--- src/rtl/serial_pkg.sv ---
// Shared definitions for the framed serial transmitter and its matching receiver.
package serial_pkg;

  typedef enum logic [2:0] {
    IDLE,
    START,
    DATA,
    PARITY,
    STOP
  } state_e;

  localparam logic LINE_IDLE = 1'b1;
  localparam logic START_BIT = 1'b0;
  localparam logic STOP_BIT  = 1'b1;

endpackage

--- src/rtl/bit_timer.sv ---
// Bit-period timer: pulses bit_done on the last clock of every CLKS_PER_BIT-clock period while run=1.
module bit_timer #(
  parameter int CLKS_PER_BIT = 4
) (
  input  logic clk,
  input  logic reset,
  input  logic run,
  output logic bit_done
);

  localparam int CW = (CLKS_PER_BIT > 1) ? $clog2(CLKS_PER_BIT) : 1;
  localparam logic [CW-1:0] LAST = CW'(CLKS_PER_BIT - 1);

  logic [CW-1:0] cnt_q, cnt_d;

  // Counter sits at zero whenever run drops, so each new frame starts a fresh period.
  always_comb begin
    cnt_d    = '0;
    bit_done = 1'b0;
    if (run) begin
      if (cnt_q == LAST) begin
        bit_done = 1'b1;
      end else begin
        cnt_d = cnt_q + CW'(1);
      end
    end
  end

  always_ff @(posedge clk or negedge reset) begin
    if (!reset) begin
      cnt_q <= '0;
    end else begin
      cnt_q <= cnt_d;
    end
  end

endmodule

--- src/rtl/serial_frame_tx.sv ---
// Parallel-in, serial-out framed transmitter: start(0), data LSB first, optional even parity, stop(1).
module serial_frame_tx
  import serial_pkg::*;
#(
  parameter int DATA_W       = 8,
  parameter int CLKS_PER_BIT = 4,
  parameter int PARITY_EN    = 0
) (
  input  logic              clk,
  input  logic              reset,
  input  logic [DATA_W-1:0] tx_data,
  input  logic              tx_valid,
  output logic              tx_ready,
  output logic              tx_out,
  output logic              tx_busy
);

  localparam int BCW = (DATA_W > 1) ? $clog2(DATA_W) : 1;
  localparam logic [BCW-1:0] LAST_BIT = BCW'(DATA_W - 1);

  state_e            state_q, state_d;
  logic [DATA_W-1:0] shreg_q, shreg_d;
  logic [BCW-1:0]    bit_cnt_q, bit_cnt_d;
  logic              par_q, par_d;
  logic              tx_q, tx_d;
  logic              timer_run;
  logic              bit_done;
  logic              accept;

  assign timer_run = (state_q != IDLE);
  assign accept    = tx_valid && (state_q == IDLE);

  bit_timer #(
    .CLKS_PER_BIT(CLKS_PER_BIT)
  ) u_bit_timer (
    .clk     (clk),
    .reset   (reset),
    .run     (timer_run),
    .bit_done(bit_done)
  );

  always_comb begin
    state_d   = state_q;
    shreg_d   = shreg_q;
    bit_cnt_d = bit_cnt_q;
    par_d     = par_q;
    case (state_q)
      IDLE: begin
        if (accept) begin
          state_d = START;
          shreg_d = tx_data;
          par_d   = ^tx_data;
        end
      end
      START: begin
        if (bit_done) state_d = DATA;
      end
      DATA: begin
        if (bit_done) begin
          shreg_d = shreg_q >> 1;
          if (bit_cnt_q == LAST_BIT) begin
            bit_cnt_d = '0;
            state_d   = (PARITY_EN != 0) ? PARITY : STOP;
          end else begin
            bit_cnt_d = bit_cnt_q + BCW'(1);
          end
        end
      end
      PARITY: begin
        if (bit_done) state_d = STOP;
      end
      STOP: begin
        if (bit_done) state_d = IDLE;
      end
      default: state_d = IDLE;
    endcase
  end

  // Line level is derived from the upcoming state so the output flop changes with the state.
  always_comb begin
    tx_d = LINE_IDLE;
    case (state_d)
      IDLE:    tx_d = LINE_IDLE;
      START:   tx_d = START_BIT;
      DATA:    tx_d = shreg_d[0];
      PARITY:  tx_d = par_d;
      STOP:    tx_d = STOP_BIT;
      default: tx_d = LINE_IDLE;
    endcase
  end

  always_ff @(posedge clk or negedge reset) begin
    if (!reset) begin
      state_q   <= IDLE;
      shreg_q   <= '0;
      bit_cnt_q <= '0;
      par_q     <= 1'b0;
      tx_q      <= LINE_IDLE;
    end else begin
      state_q   <= state_d;
      shreg_q   <= shreg_d;
      bit_cnt_q <= bit_cnt_d;
      par_q     <= par_d;
      tx_q      <= tx_d;
    end
  end

  assign tx_out   = tx_q;
  assign tx_ready = (state_q == IDLE);
  assign tx_busy  = (state_q != IDLE);

endmodule

--- config.mk ---
export PLATFORM = sky130hd
export DESIGN_NAME = serial_frame_tx
export DESIGN_NICKNAME = d
export VERILOG_FILES = /design/src/rtl/serial_pkg.sv /design/src/rtl/bit_timer.sv /design/src/rtl/serial_frame_tx.sv
export SDC_FILE = /design/constraint.sdc
export NUM_CORES = 1
export LEC_CHECK = 0
export ABC_AREA = 1
export ABC_CLOCK_PERIOD_IN_PS = 1800
export CAP_MARGIN = 40
export CORE_UTILIZATION = 47
export CTS_BUF_LIST = sky130_fd_sc_hd__clkbuf_4 sky130_fd_sc_hd__clkbuf_8
export DETAILED_ROUTE_END_ITERATION = 7
export DONT_BUFFER_PORTS = 1
export GPL_TIMING_DRIVEN = 1
export SLEW_MARGIN = 40
export SYNTH_ARGS = -nofsm -noshare
export SYNTH_HDL_FRONTEND = slang
export SYNTH_SLANG_ARGS = --single-unit
--- constraint.sdc ---
create_clock -name clk -period 1.8 [get_ports clk]
set_input_delay 0.18 -clock clk [delete_from_list [all_inputs] [get_ports clk]]
set_output_delay 0.18 -clock clk [all_outputs]
set_load 0.02 [all_outputs]
## Word level (Yosys, flattened, before mapping)

Cells that the tools add are included.

| operators by class | value |
|---|---|
| $add $sub $neg | 2 |
| eq/ne operators | 11 |
| multiplexer cells | 18 |
| reductions and logical operators | 7 |

Operators by type and width:

| kind | count |
|---|---|
| two-way mux 3 bit | 7 |
| two-way mux 8 bit | 2 |
| one-hot mux 8 bit (2 select lines) | 1 |
| one-hot mux 3 bit (5 select lines) | 1 |
| == test 3 x 2 -> 1 bit (second input constant) | 4 |
| XOR reduction 8 bit | 1 |
| == test 3 x 1 -> 1 bit (second input constant) | 2 |
| == test 3 bit (second input constant) | 2 |
| two-way mux 1 bit | 4 |
| two-way mux 2 bit | 2 |
| adder 3 x 1 -> 3 bit (second input constant) | 1 |
| zero test 3 bit | 1 |
| one-hot mux 1 bit (3 select lines) | 1 |
| AND reduction 3 bit | 1 |
| nonzero test 3 bit | 1 |
| adder 2 x 1 -> 2 bit (second input constant) | 1 |
| == test 2 bit (second input constant) | 1 |
| inequality test 2 x 1 -> 1 bit (second input constant) | 1 |
| inequality test 2 bit (second input constant) | 1 |
| AND reduction 2 bit | 1 |
| nonzero test 2 bit | 1 |
| logical AND 1 bit | 1 |

| word-level totals | value |
|---|---|
| bits in registers | 18 |
| bits of input ports | 11 |
| logic and storage cells | 45 |

## Logic depth before layout (Yosys ltp)

| depth | value |
|---|---|
| depth after elaboration | 7 |
| depth in mapped cells | 11 |

## Hierarchy

A second synthesis with hierarchy kept.

| unflattened totals | value |
|---|---|
| cells, all modules | 140 |
| area total of the unflattened synthesis | 1,079.8 um^2 |

By module, submodules not included:

| module | times used | cells each | area an instance (um^2) |
|---|---|---|---|
| serial_frame_tx | 1 | 130 | 991.0 |
| bit_timer | 1 | 10 | 88.8 |

## Worst setup path before layout

Ideal clock, no wire load.

| timing path | value |
|---|---|
| path type | register to register |
| start point | register state_q[0] |
| end point | register tx_q (netlist: tx_out) |
| arrival time | 1.263 ns |
| data required time | 1.720 ns |
| path slack | 0.457 ns |
| cell stages (with the launch flop) | 11 |
| buffers on the path | 0 |
| cells stage by stage | dfrtp_1 nor2_2 inv_2 nor2_4 nand2_4 nand2_4 inv_4 nand2_2 nand3_2 nand2_2 nand3_2 |

| on the way | value |
|---|---|
| elaborated cells between the ends (all ways) | 24 |

RTL lines:

| what | RTL line | RTL |
|---|---|---|
| start, declared | serial_frame_tx.sv:21 | `state_e state_q, state_d;` |
| start signal, assigned | serial_frame_tx.sv:100 | `state_q <= state_d;` |
| zero test 3 bit (*) | - |  |
| net tx_ready | serial_frame_tx.sv:13 | `output logic tx_ready,` |
| logical AND 1 bit | serial_frame_tx.sv:31 | `assign accept = tx_valid && (state_q == IDLE);` |
| two-way mux 8 bit | serial_frame_tx.sv:49 | `if (accept) begin` |
| one-hot mux 8 bit (2 select lines) (*) | serial_frame_tx.sv:47 | `case (state_q)` |
| net shreg_d[0] | serial_frame_tx.sv:22 | `logic [DATA_W-1:0] shreg_q, shreg_d;` |
| one-hot mux 1 bit (3 select lines) (*) | serial_frame_tx.sv:82 | `case (state_d)` |
| net tx_d | serial_frame_tx.sv:25 | `logic tx_q, tx_d;` |
| end signal, assigned | serial_frame_tx.sv:104 | `tx_q <= tx_d;` |
| end, declared | serial_frame_tx.sv:25 |  |

The timed path passes the listed nets; every way through them passes the cells marked *. The select of a mux whose other input is x is not followed.
A chain may end at the register's enable or synchronous reset.

## Worst setup path in the final report

Same ends and word-level chain as after synthesis.

==> flow_metrics.tcl <==
set metrics [dict create \
    worst_slack_ns 0.304 \
    chipWidth_um 49.7 \
    grt_pass1_wl_um 3620 \
    drt-total-wl_um 2010 \
    synth_warnings 0 \
    cp_max_fo 10 \
    cts_buffers 3 \
    gp_congestion 0.826 \
    final_area_mm2 0.00115 \
    outcome "completed" \
    syn_area_mm2 0.00107 \
    clk_latency_ns 0.30 \
    reg2regPathDepth 10 \
    synthArstFlopShare_pct 100 \
    syn_area_per_cell_um2 7.48 \
    numPortBuffers 0 \
    ant_nets 0 \
    worstHoldPathCells 2 \
    critPathCaptureType "flip-flop" \
    post_cts_resized 0 \
    p_per_area_mw_per_mm2 1290 \
    synth_ff_type "dfrtp_1" \
    pre_cts_ws_ns 0.310 \
    slew_headroom_pct 73.6 \
    area_delta_synth_final_pct 7.37 \
    finalHoldViolCount 0 \
    arrival_ns 1.72 \
    slew_violations 0 \
    clockBufferDepth 2 \
    synth_seq_cells 18 \
    drcViolationCount 0 \
    synth_edf_count 0 \
    synth-seq-area-share_pct 42.2 \
    finalCriticalPeriod_ns 1.50 \
    dr_total_vias 866 \
    dr.pass1.iters 4 \
    finalCritPeriodShare_pct 83.1 \
    synthCells 143 \
    dp.cells 170 \
    wl_per_cell_um 11.4 \
    cts_root_buf "clkbuf_4" \
    placed_area_mm2 0.00110 \
    finalClockSkew_ns 0.00528 \
    coreArea_mm2 0.00204 \
    n_antenna_cell 0 \
    crit_type "reg2reg" \
    final-setup-viol-count 0 \
    grt_overflow 0 \
    critPathLaunchType "flip-flop" \
    worstMarginPinSlew_ns 0.395 \
    drive_gt1_share_pct 13.4 \
    rows 16 \
    drt-initial-drc-count 15 \
    start_util_pct 52.4 \
    setup_tns_ns 0 \
    clk_pin_slew_worst_paths_ns 0.10 \
    cp_data_required_time_ns 2.03 \
    num-fill-cells 206 \
    hold_buffers 1 \
    cts_sinks 18 \
    grt_pass1_vias 886 \
    die_y_um 49.7 \
    syn_nets 157 \
    viasPerCell 4.92 \
    dpl.hpwl_um 1580 \
    drv_cap 0 \
    ys_types 28 \
    p_leak_nw 0.677 \
    stdcell_count 176 \
    cts_tree "built" \
    worst_hold_slack_ns 0.0498 \
    hp-class "in2reg" \
    htreeDepth 1 \
    ioPinCount 14 \
    fmax_mhz 668 \
    antenna_found_initial 0 \
    final_net_count 164 \
    post_cts_buffers 0 \
    grt_usage_pct 19.5 \
    ir_drop_mv 0.572 \
    grt_setup_unrepaired "no" \
    dieArea_mm2 0.00247 \
    grt_max_degree 19 \
]
kinds of logic (layout without fill, tap and decap cells):
logic type / Yosys count / in the layout / synth area share [%]
AOI/OAI and AO/OA: 14 / 14 / 9.36
xor gates and xnor gates: 1 / 1 / 0.819
adders and majority gates: 3 / 3 / 3.51
buffers and inverters: 29 / 35 / 10.5
DFF: 18 / 18 / 42.2
and+or+nand+nor: 78 / 78 / 33.6
final timing paths:
check                                          start                    to  slack (ns)
min in group asynchronous                      reset          bit_cnt_q[2]        0.33
worst max register to register            state_q[0]                tx_out        0.30
worst min register to register  u_bit_timer.cnt_q[0]  u_bit_timer.cnt_q[0]        0.45
max in group asynchronous                      reset                tx_out        1.15
worst max-delay path                      state_q[0]                tx_out        0.30
worst min-delay path                      tx_data[0]            shreg_q[0]        0.05
where the power goes:
group / switching (W) / internal, W
Clock: 0.000125 / 0.000101
Sequential: 0.0000971 / 0.000569
Combinational: 0.000371 / 0.000217
through the flow:
| stage | util, % | total power (W) |
|---|---|---|
| finish | 56.3 | 0.00148 |
| global route | 56.3 | 0.00161 |
| CTS | 56.0 | 0.00149 |
| detailed placement | 54.0 | 0.00126 |
| global placement | 54.0 | 0.00123 |
| floorplan | - | 0.00115 |
critical path: stages (launching register included):
cell and delay, ns:
dfrtp_1 0.43, nor2_2 0.12, inv_2 0.06, nor2_4 0.23
nand2_4 0.15, nand2_4 0.13, inv_4 0.05, nand2_2 0.05
nand3_2 0.07, nand2_2 0.06, nand3_2 0.07
final cells by class:
type | count | area (µm²) | share of cell area (%)
tap | 27 | 33.8 | 2.94
sequential | 18 | 452 | 39.3
multi-input combinational | 96 | 505 | 44.0
clock buffer | 4 | 30.0 | 2.61
inverter | 29 | 113 | 9.80
timing repair buffer | 2 | 15.0 | 1.31
cells in the mapped netlist (2+ instances only):
master    count  area, µm²
dfrtp_1      17        425
ha_1          3       37.5
inv_1        25       93.8
inv_2         2       7.51
nand2_1      51        191
nand2_2       2       12.5
nand2_4       3       33.8
nand3_1       2       10.0
nand3_2       2       20.0
nand4_1       2       12.5
nor2_1       10       37.5
nor2_2        2       12.5
o221ai_1      5       43.8
o22ai_1       2       12.5
or2_1         2       12.5
metal layers:
metal  share of wire (%)  GRT usage (%)  vias to the layer above
met5                   0              0                        -
met3                 3.4           2.78                        5
met2                  47           34.5                       23
met4                 2.2           8.57                        0
met1                  47           23.2                      382
li1                    -              -                      456
layout by cell type, fill, tap and decap left out, drive strengths merged:
| master | instances |
|---|---|
| a21boi | 1 |
| a21oi | 1 |
| a31oi | 1 |
| buf | 1 |
| clkbuf | 4 |
| clkinv | 1 |
| dfrtp | 17 |
| dfstp | 1 |
| dlygate4sd3 | 1 |
| ha | 3 |
| inv | 28 |
| nand2 | 56 |
| nand3 | 4 |
| nand4 | 2 |
| nor2 | 13 |
| nor3 | 1 |
| o211ai | 1 |
| o21a | 1 |
| o21ai | 2 |
| o221ai | 5 |
| o22ai | 2 |
| or2 | 2 |
| xnor2 | 1 |
sequential cells by signal (all words and copies together) (netlist names):
register / flops
bit_cnt_q: 3
u_bit_timer.cnt_q: 2
state_q: 3
par_q: 1
tx_out: 1
shreg_q: 8
Power figures use the tool's default switching activity.
